`src/rtl/divf_seq.sv`:
```
// Sequential floating-point divider: restoring radix-2 mantissa divider, one quotient bit per cycle.
// Define DIVF_RNE_EN for round-to-nearest-even; otherwise the result is truncated toward zero.
module divf_seq #(
  parameter int EXP_W = 8,
  parameter int MAN_W = 23
) (
  input  logic                 clk,
  input  logic                 rst,
  input  logic                 in_valid,
  output logic                 in_ready,
  input  logic [EXP_W+MAN_W:0] a,
  input  logic [EXP_W+MAN_W:0] b,
  output logic                 out_valid,
  input  logic                 out_ready,
  output logic [EXP_W+MAN_W:0] s,
  output logic                 div_by_zero
);

  localparam int W  = 1 + EXP_W + MAN_W;
  localparam int N  = MAN_W + 3;
  localparam int EW = EXP_W + 2;
  localparam int CW = $clog2(N);
  localparam logic [EXP_W-1:0] EONES = '1;
  localparam logic [EW-1:0]    BIAS  = EW'((1 << (EXP_W - 1)) - 1);
  localparam logic [EW-1:0]    EMAX  = EW'((1 << EXP_W) - 1);
  localparam logic [CW-1:0]    LAST  = CW'(N - 1);

  typedef enum logic [1:0] {IDLE, DIV, NORM, DONE} state_t;

  state_t state, state_nx;

  logic             sa, sb;
  logic [EXP_W-1:0] ea, eb;
  logic [MAN_W-1:0] ma, mb;

  logic a_zero, a_inf, a_nan, b_zero, b_inf, b_nan, spec_hit;
  logic [W-1:0] spec_s;
  logic         spec_dbz;

  logic             sgn;
  logic [EW-1:0]    e;
  logic [MAN_W+1:0] r;
  logic [MAN_W:0]   d;
  logic [N-1:0]     q;
  logic [CW-1:0]    cnt;

  logic             ge;
  logic [MAN_W+1:0] rsub;

  logic [MAN_W-1:0] man;
  logic [EW-1:0]    en;
  logic [W-1:0]     norm_s;

  assign {sa, ea, ma} = a;
  assign {sb, eb, mb} = b;

  assign a_zero   = (ea == '0);
  assign b_zero   = (eb == '0);
  assign a_inf    = (ea == EONES) && (ma == '0);
  assign b_inf    = (eb == EONES) && (mb == '0);
  assign a_nan    = (ea == EONES) && (ma != '0);
  assign b_nan    = (eb == EONES) && (mb != '0);
  assign spec_hit = a_zero | a_inf | a_nan | b_zero | b_inf | b_nan;

  // Special-case result; denormals already count as zero via the exponent test.
  always_comb begin
    spec_s   = '0;
    spec_dbz = 1'b0;
    if (a_nan || b_nan || (a_zero && b_zero) || (a_inf && b_inf)) begin
      spec_s = {1'b0, EONES, 1'b1, {(MAN_W-1){1'b0}}};
    end else if (a_inf) begin
      spec_s = {sa ^ sb, EONES, {MAN_W{1'b0}}};
    end else if (b_zero) begin
      spec_s   = {sa ^ sb, EONES, {MAN_W{1'b0}}};
      spec_dbz = 1'b1;
    end else begin
      spec_s = {sa ^ sb, {(W-1){1'b0}}};
    end
  end

  assign ge   = (r >= {1'b0, d});
  assign rsub = ge ? (r - {1'b0, d}) : r;

  // Normalise the quotient, round, then clamp to infinity or flush to zero.
  always_comb begin
`ifdef DIVF_RNE_EN
    logic guard, sticky;
    logic [MAN_W:0] sum;
`endif
    man    = '0;
    en     = e;
    norm_s = '0;
    if (q[N-1]) begin
      man = q[N-2:2];
      en  = e;
`ifdef DIVF_RNE_EN
      guard  = q[1];
      sticky = q[0] | (r != '0);
`endif
    end else begin
      man = q[N-3:1];
      en  = e - EW'(1);
`ifdef DIVF_RNE_EN
      guard  = q[0];
      sticky = (r != '0);
`endif
    end
`ifdef DIVF_RNE_EN
    sum = {1'b0, man} + {{MAN_W{1'b0}}, guard & (sticky | man[0])};
    man = sum[MAN_W-1:0];
    en  = en + {{(EW-1){1'b0}}, sum[MAN_W]};
`endif
    if (!en[EW-1] && (en >= EMAX)) begin
      norm_s = {sgn, EONES, {MAN_W{1'b0}}};
    end else if (en[EW-1] || (en == '0)) begin
      norm_s = {sgn, {(W-1){1'b0}}};
    end else begin
      norm_s = {sgn, en[EXP_W-1:0], man};
    end
  end

  always_ff @(posedge clk or posedge rst) begin
    if (rst) state <= IDLE;
    else     state <= state_nx;
  end

  always_comb begin
    state_nx = state;
    case (state)
      IDLE:    if (in_valid) state_nx = spec_hit ? DONE : DIV;
      DIV:     if (cnt == LAST) state_nx = NORM;
      NORM:    state_nx = DONE;
      DONE:    if (out_valid && out_ready) state_nx = IDLE;
      default: state_nx = IDLE;
    endcase
  end

  // Specials land in DONE with s already formed; out_valid follows one edge later.
  always_ff @(posedge clk or posedge rst) begin
    if (rst) begin
      in_ready    <= 1'b1;
      out_valid   <= 1'b0;
      s           <= '0;
      div_by_zero <= 1'b0;
      sgn         <= 1'b0;
      e           <= '0;
      r           <= '0;
      d           <= '0;
      q           <= '0;
      cnt         <= '0;
    end else begin
      in_ready <= (state_nx == IDLE);
      case (state)
        IDLE: begin
          if (in_valid) begin
            sgn <= sa ^ sb;
            e   <= {2'b00, ea} - {2'b00, eb} + BIAS;
            r   <= {2'b01, ma};
            d   <= {1'b1, mb};
            cnt <= '0;
            if (spec_hit) begin
              s           <= spec_s;
              div_by_zero <= spec_dbz;
            end else begin
              div_by_zero <= 1'b0;
            end
          end
        end
        DIV: begin
          r   <= rsub << 1;
          q   <= {q[N-2:0], ge};
          cnt <= cnt + CW'(1);
        end
        NORM: begin
          s         <= norm_s;
          out_valid <= 1'b1;
        end
        DONE: begin
          if (!out_valid)    out_valid <= 1'b1;
          else if (out_ready) out_valid <= 1'b0;
        end
        default: ;
      endcase
    end
  end

endmodule

```
`config.mk`:
```
export PLATFORM = sky130hd
export DESIGN_NAME = divf_seq
export DESIGN_NICKNAME = d
export VERILOG_FILES = /design/src/rtl/divf_seq.sv
export SDC_FILE = /design/constraint.sdc
export NUM_CORES = 1
export LEC_CHECK = 0
export ABC_AREA = 1
export CAP_MARGIN = 30
export CORE_UTILIZATION = 50
export DETAILED_ROUTE_END_ITERATION = 16
export MAX_ROUTING_LAYER = met4
export PLACE_DENSITY = 0.8
export RECOVER_POWER = 50
export SETUP_SLACK_MARGIN = 0.5
export SKIP_CTS_REPAIR_TIMING = 1
export SLEW_MARGIN = 30
export SYNTH_ARGS = -nofsm -noshare
export SYNTH_HDL_FRONTEND = slang
export SYNTH_SLANG_ARGS = --single-unit
```
`constraint.sdc`:
```
create_clock -name clk -period 4.1 [get_ports clk]
set_input_delay 0.82 -clock clk [delete_from_list [all_inputs] [get_ports clk]]
set_output_delay 0.82 -clock clk [all_outputs]
set_load 0.01 [all_outputs]
```
==> tab_implementation.tex <==
\begin{tabular}{lr}
\hline
Metric & Value \\
\hline
\multicolumn{2}{l}{\textbf{STA}} \\
\quad Total negative slack for setup checks & 0 ns \\
\quad Count of final setup violators & 0 \\
\quad Setup repair after global routing missed its margin & false \\
\quad Worst Max-Slew Pin Slew & 1.697 ns \\
\quad Final clock period utilization by the worst path & 72.07\% \\
\quad Post-layout min period & 2.955 ns \\
\quad Achievable Freq & 338.4 MHz \\
\quad Max transition margin & -13.11\% \\
\quad Final Hold Slack & 0.4580 ns \\
\quad Final slew viol count & 129 \\
\quad Clock skew after layout & 0.007761 ns \\
\quad Fin. Hold Viols & 0 \\
\multicolumn{2}{l}{\textbf{Min path}} \\
\quad Worst min path class & register to register \\
\quad Hold Path Depth & 2 \\
\multicolumn{2}{l}{\textbf{Final layout}} \\
\quad Most frequent standard cell in the layout excluding fill and tap cells & nand2\_1 \\
\quad Non-filler instance count after layout & 1,662 \\
\quad Count of nets after finishing & 1,530 \\
\quad Utilization of the core after routing & 61.63\% \\
\quad Share of final-layout standard cells stronger than drive strength 1 & 6.054\% \\
\quad Number of inserted filler cells in the final layout & 1,539 \\
\quad Area delta synth->final & 19.68\% \\
\quad Diodes inserted & 0 \\
\quad Commonest cells after routing, fill and taps aside & nand2\_1 (437), inv\_1 (230), dfrtp\_1 (127), o21ai\_0 (107), clkdlybuf4s50\_1 (100) \\
\multicolumn{2}{l}{\textbf{Clocking}} \\
\quad Root buf cell & clkbuf\_16 \\
\quad Clock buffers created by TritonCTS & 17 \\
\quad H-tree levels & 4 \\
\quad Worst-skew pair later-pin latency & 0.43 ns \\
\quad CTS tree & built \\
\quad Clock slew seen by the registers of the worst setup and hold paths & 0.06 ns \\
\quad Clock buffer depth & 2 \\
\quad Sinks on the clock net & 128 \\
\multicolumn{2}{l}{\textbf{Pwr}} \\
\quad Cell leakage power & 5.455 nW \\
\quad Maximum vdd drop & 0.4722 mV \\
\quad Pwr per Cell Area & 880.2 mW/mm² \\
\multicolumn{2}{l}{\textbf{Critical path}} \\
\quad Path type of the worst setup path & input port to register \\
\quad CP Capture Type & register \\
\quad Arrival time of the worst setup path & 3.27 ns \\
\quad Data required time of the worst path & 4.41 ns \\
\quad Worst setup SP type & input port \\
\quad Register-to-Register Path Depth & 14 \\
\quad Critical-path maximum fanout & 31 \\
\multicolumn{2}{l}{\textbf{Floorplanning}} \\
\quad Die height & 135.7 µm \\
\quad Chip width & 135.7 µm \\
\quad Initial Utilization & 51.50\% \\
\quad Core Area & 0.01736 mm² \\
\quad Placement Rows & 48 \\
\quad Count of pins on the block boundary & 103 \\
\quad Die area & 0.01842 mm² \\
\multicolumn{2}{l}{\textbf{Logic synthesis}} \\
\quad Sequential-to-total area share from yosys stat & 35.85\% \\
\quad Synthesized area divided by synthesized cell count & 6.696 µm² \\
\quad Synth warn & 0 \\
\quad Share of async-settable or async-resettable flops after synthesis & 100.0\% \\
\quad Mapped Nets & 1,441 \\
\quad Count of unique library cells instantiated by Yosys & 46 \\
\quad Number of synthesized flops with an enable pin & 0 \\
\quad Synthesized flop and latch total & 128 \\
\quad Gate count after technology mapping & 1,335 \\
\quad Primary FF master, synth & dfrtp\_1 \\
\quad Syn Std Cell Area & 0.008939 mm² \\
\multicolumn{2}{l}{\textbf{Job}} \\
\quad Max-cap violation count & 1 \\
\multicolumn{2}{l}{\textbf{Detailed routing}} \\
\quad Vias per cell & 5.132 \\
\quad Initial detailed-routing violation count & 688 \\
\quad Drt wl/cell & 13.36 µm \\
\quad Number of vias in the routed layout & 8,529 \\
\quad Drc violations & 0 \\
\quad Aggregate routed wire length & 22,200 µm \\
\quad Number of iterations in the first detailed-routing pass & 5 \\
\quad Remaining antenna violation count & 0 \\
\multicolumn{2}{l}{\textbf{Placed design}} \\
\quad Input/output buffers & 102 \\
\quad HPWL after DPL & 16,320 µm \\
\quad Routability congestion estimate & 0.9378 \\
\quad Placed Cells incl. Taps & 1,630 \\
\multicolumn{2}{l}{\textbf{Global routing}} \\
\quad GR met2 Demand/Resource & 39.71\% \\
\quad Overall fraction of global-route tracks in use & 26.56\% \\
\quad Remaining global-route overflow & 0 \\
\quad Met1 Usage GRT & 36.35\% \\
\quad Global-route wire length before repair & 37,590 µm \\
\quad Met3 track demand over resource in global routing & 4.265\% \\
\quad Via count of the first global-routing pass & 7,866 \\
\quad Antenna violations before repair & 0 \\
\quad Pin count of the biggest net entering global routing & 129 \\
\quad Layer with the highest usage & met2 \\
\multicolumn{2}{l}{\textbf{Outcome}} \\
\quad Violations in the final reports & max-capacitance violations, max-slew violations \\
\quad Status & complete, but fails checks \\
\hline
\end{tabular}
## power by group
group / leakage [nW] / internal (mW) / switching (mW)
Combinational: 3.71 / 2.03 / 3.55
Sequential: 1.46 / 1.87 / 0.413
Clock: 0.289 / 0.932 / 0.629
## cell usage after synthesis, types with 2 or more instances
library cell,count,area share (%)
fa_1,2,0.45
xnor2_1,12,1.2
inv_1,232,9.7
nor3_1,6,0.34
nand3b_1,7,0.59
nand4_1,46,3.2
nand2_1,437,18
buf_2,7,0.39
o22ai_1,6,0.42
nand2_2,9,0.63
a21oi_1,28,1.6
xor2_1,9,0.88
dfrtp_1,127,36
nor2_4,2,0.25
ha_1,36,5.0
o211ai_1,3,0.25
clkinv_1,2,0.084
o21bai_1,3,0.25
clkbuf_1,21,0.88
a31oi_1,3,0.21
nor2_1,94,3.9
or2_2,6,0.42
nand3_2,3,0.34
nand3_1,76,4.3
buf_1,4,0.17
o21ai_1,7,0.39
o21ai_0,107,6.0
inv_2,5,0.21
buf_6,8,1.0
nor3_2,4,0.45
nor2_2,8,0.56
## per-stage QoR
step	power, mW	setup WS, ns	instance area [µm²]
2_1_floorplan	6.432	1.621	8942
6_report	9.417	1.145	10700
4_1_cts	9.397	1.368	10720
3_3_place_gp	7.626	1.033	10110
3_5_place_dp	7.760	0.9631	10110
5_1_grt	10.37	0.6972	10700
## flip-flops by register name, summed over array words and instances, names as in the netlist
name	count
s	32
q	26
r	25
d	24
e	10
cnt	5
state	2
div_by_zero	1
in_ready	1
out_valid	1
sgn	1
## kinds of logic after synthesis
| logic type | synth area share (%) |
|---|---|
| adders and majority gates | 5.487 |
| buffers and inverters | 12.56 |
| muxes | 0.1120 |
| AOI/OAI and AO/OA | 9.729 |
| DFF | 35.85 |
| xor gates and xnor gates | 2.058 |
| and+or+nand+nor | 34.21 |
## worst max-delay path, cell delays in order
cell and delay (ns):
clkdlybuf4s50_1 0.51, inv_1 0.09, nand2_1 0.05, nor3_1 0.18
nand3_1 0.14, nand2_1 0.09, nor2_1 0.05, nor2_1 0.12
inv_1 0.05, nand2_1 0.08, clkinv_1 0.65, nand2_1 0.26
nand2_1 0.07, inv_1 0.06, nand2_1 0.05
## cell type report
| cell class | instances | area, µm² | share of cell area, % |
|---|---|---|---|
| multi-input combinational | 927 | 4624 | 43.23 |
| inverter | 240 | 907.1 | 8.480 |
| sequential | 128 | 3204 | 29.95 |
| timing repair buffer | 110 | 1075 | 10.05 |
| clock buffer | 18 | 439.2 | 4.105 |
| tap | 225 | 281.5 | 2.632 |
| clock inverter | 14 | 166.4 | 1.556 |
## layer usage
| metal | wire, µm | vias to the layer above |
|---|---|---|
| li1 | - | 4368 |
| met1 | 10640 | 3890 |
| met2 | 9930 | 231 |
| met3 | 1100 | 40 |
| met4 | 529 | 0 |
| met5 | 0 | - |
## worst paths after layout
path / start / end / slack (ns)
worst max-delay path: a[24] / s[23] / 1.15
worst min-delay path: d[23] / d[23] / 0.46
worst max register to register: r[4] / r[10] / 1.33
worst min register to register: d[23] / d[23] / 0.46
max in group asynchronous: rst / r[15] / 1.51
min in group asynchronous: rst / r[17] / 1.50
Note: power is estimated with default switching activity, not from simulation.
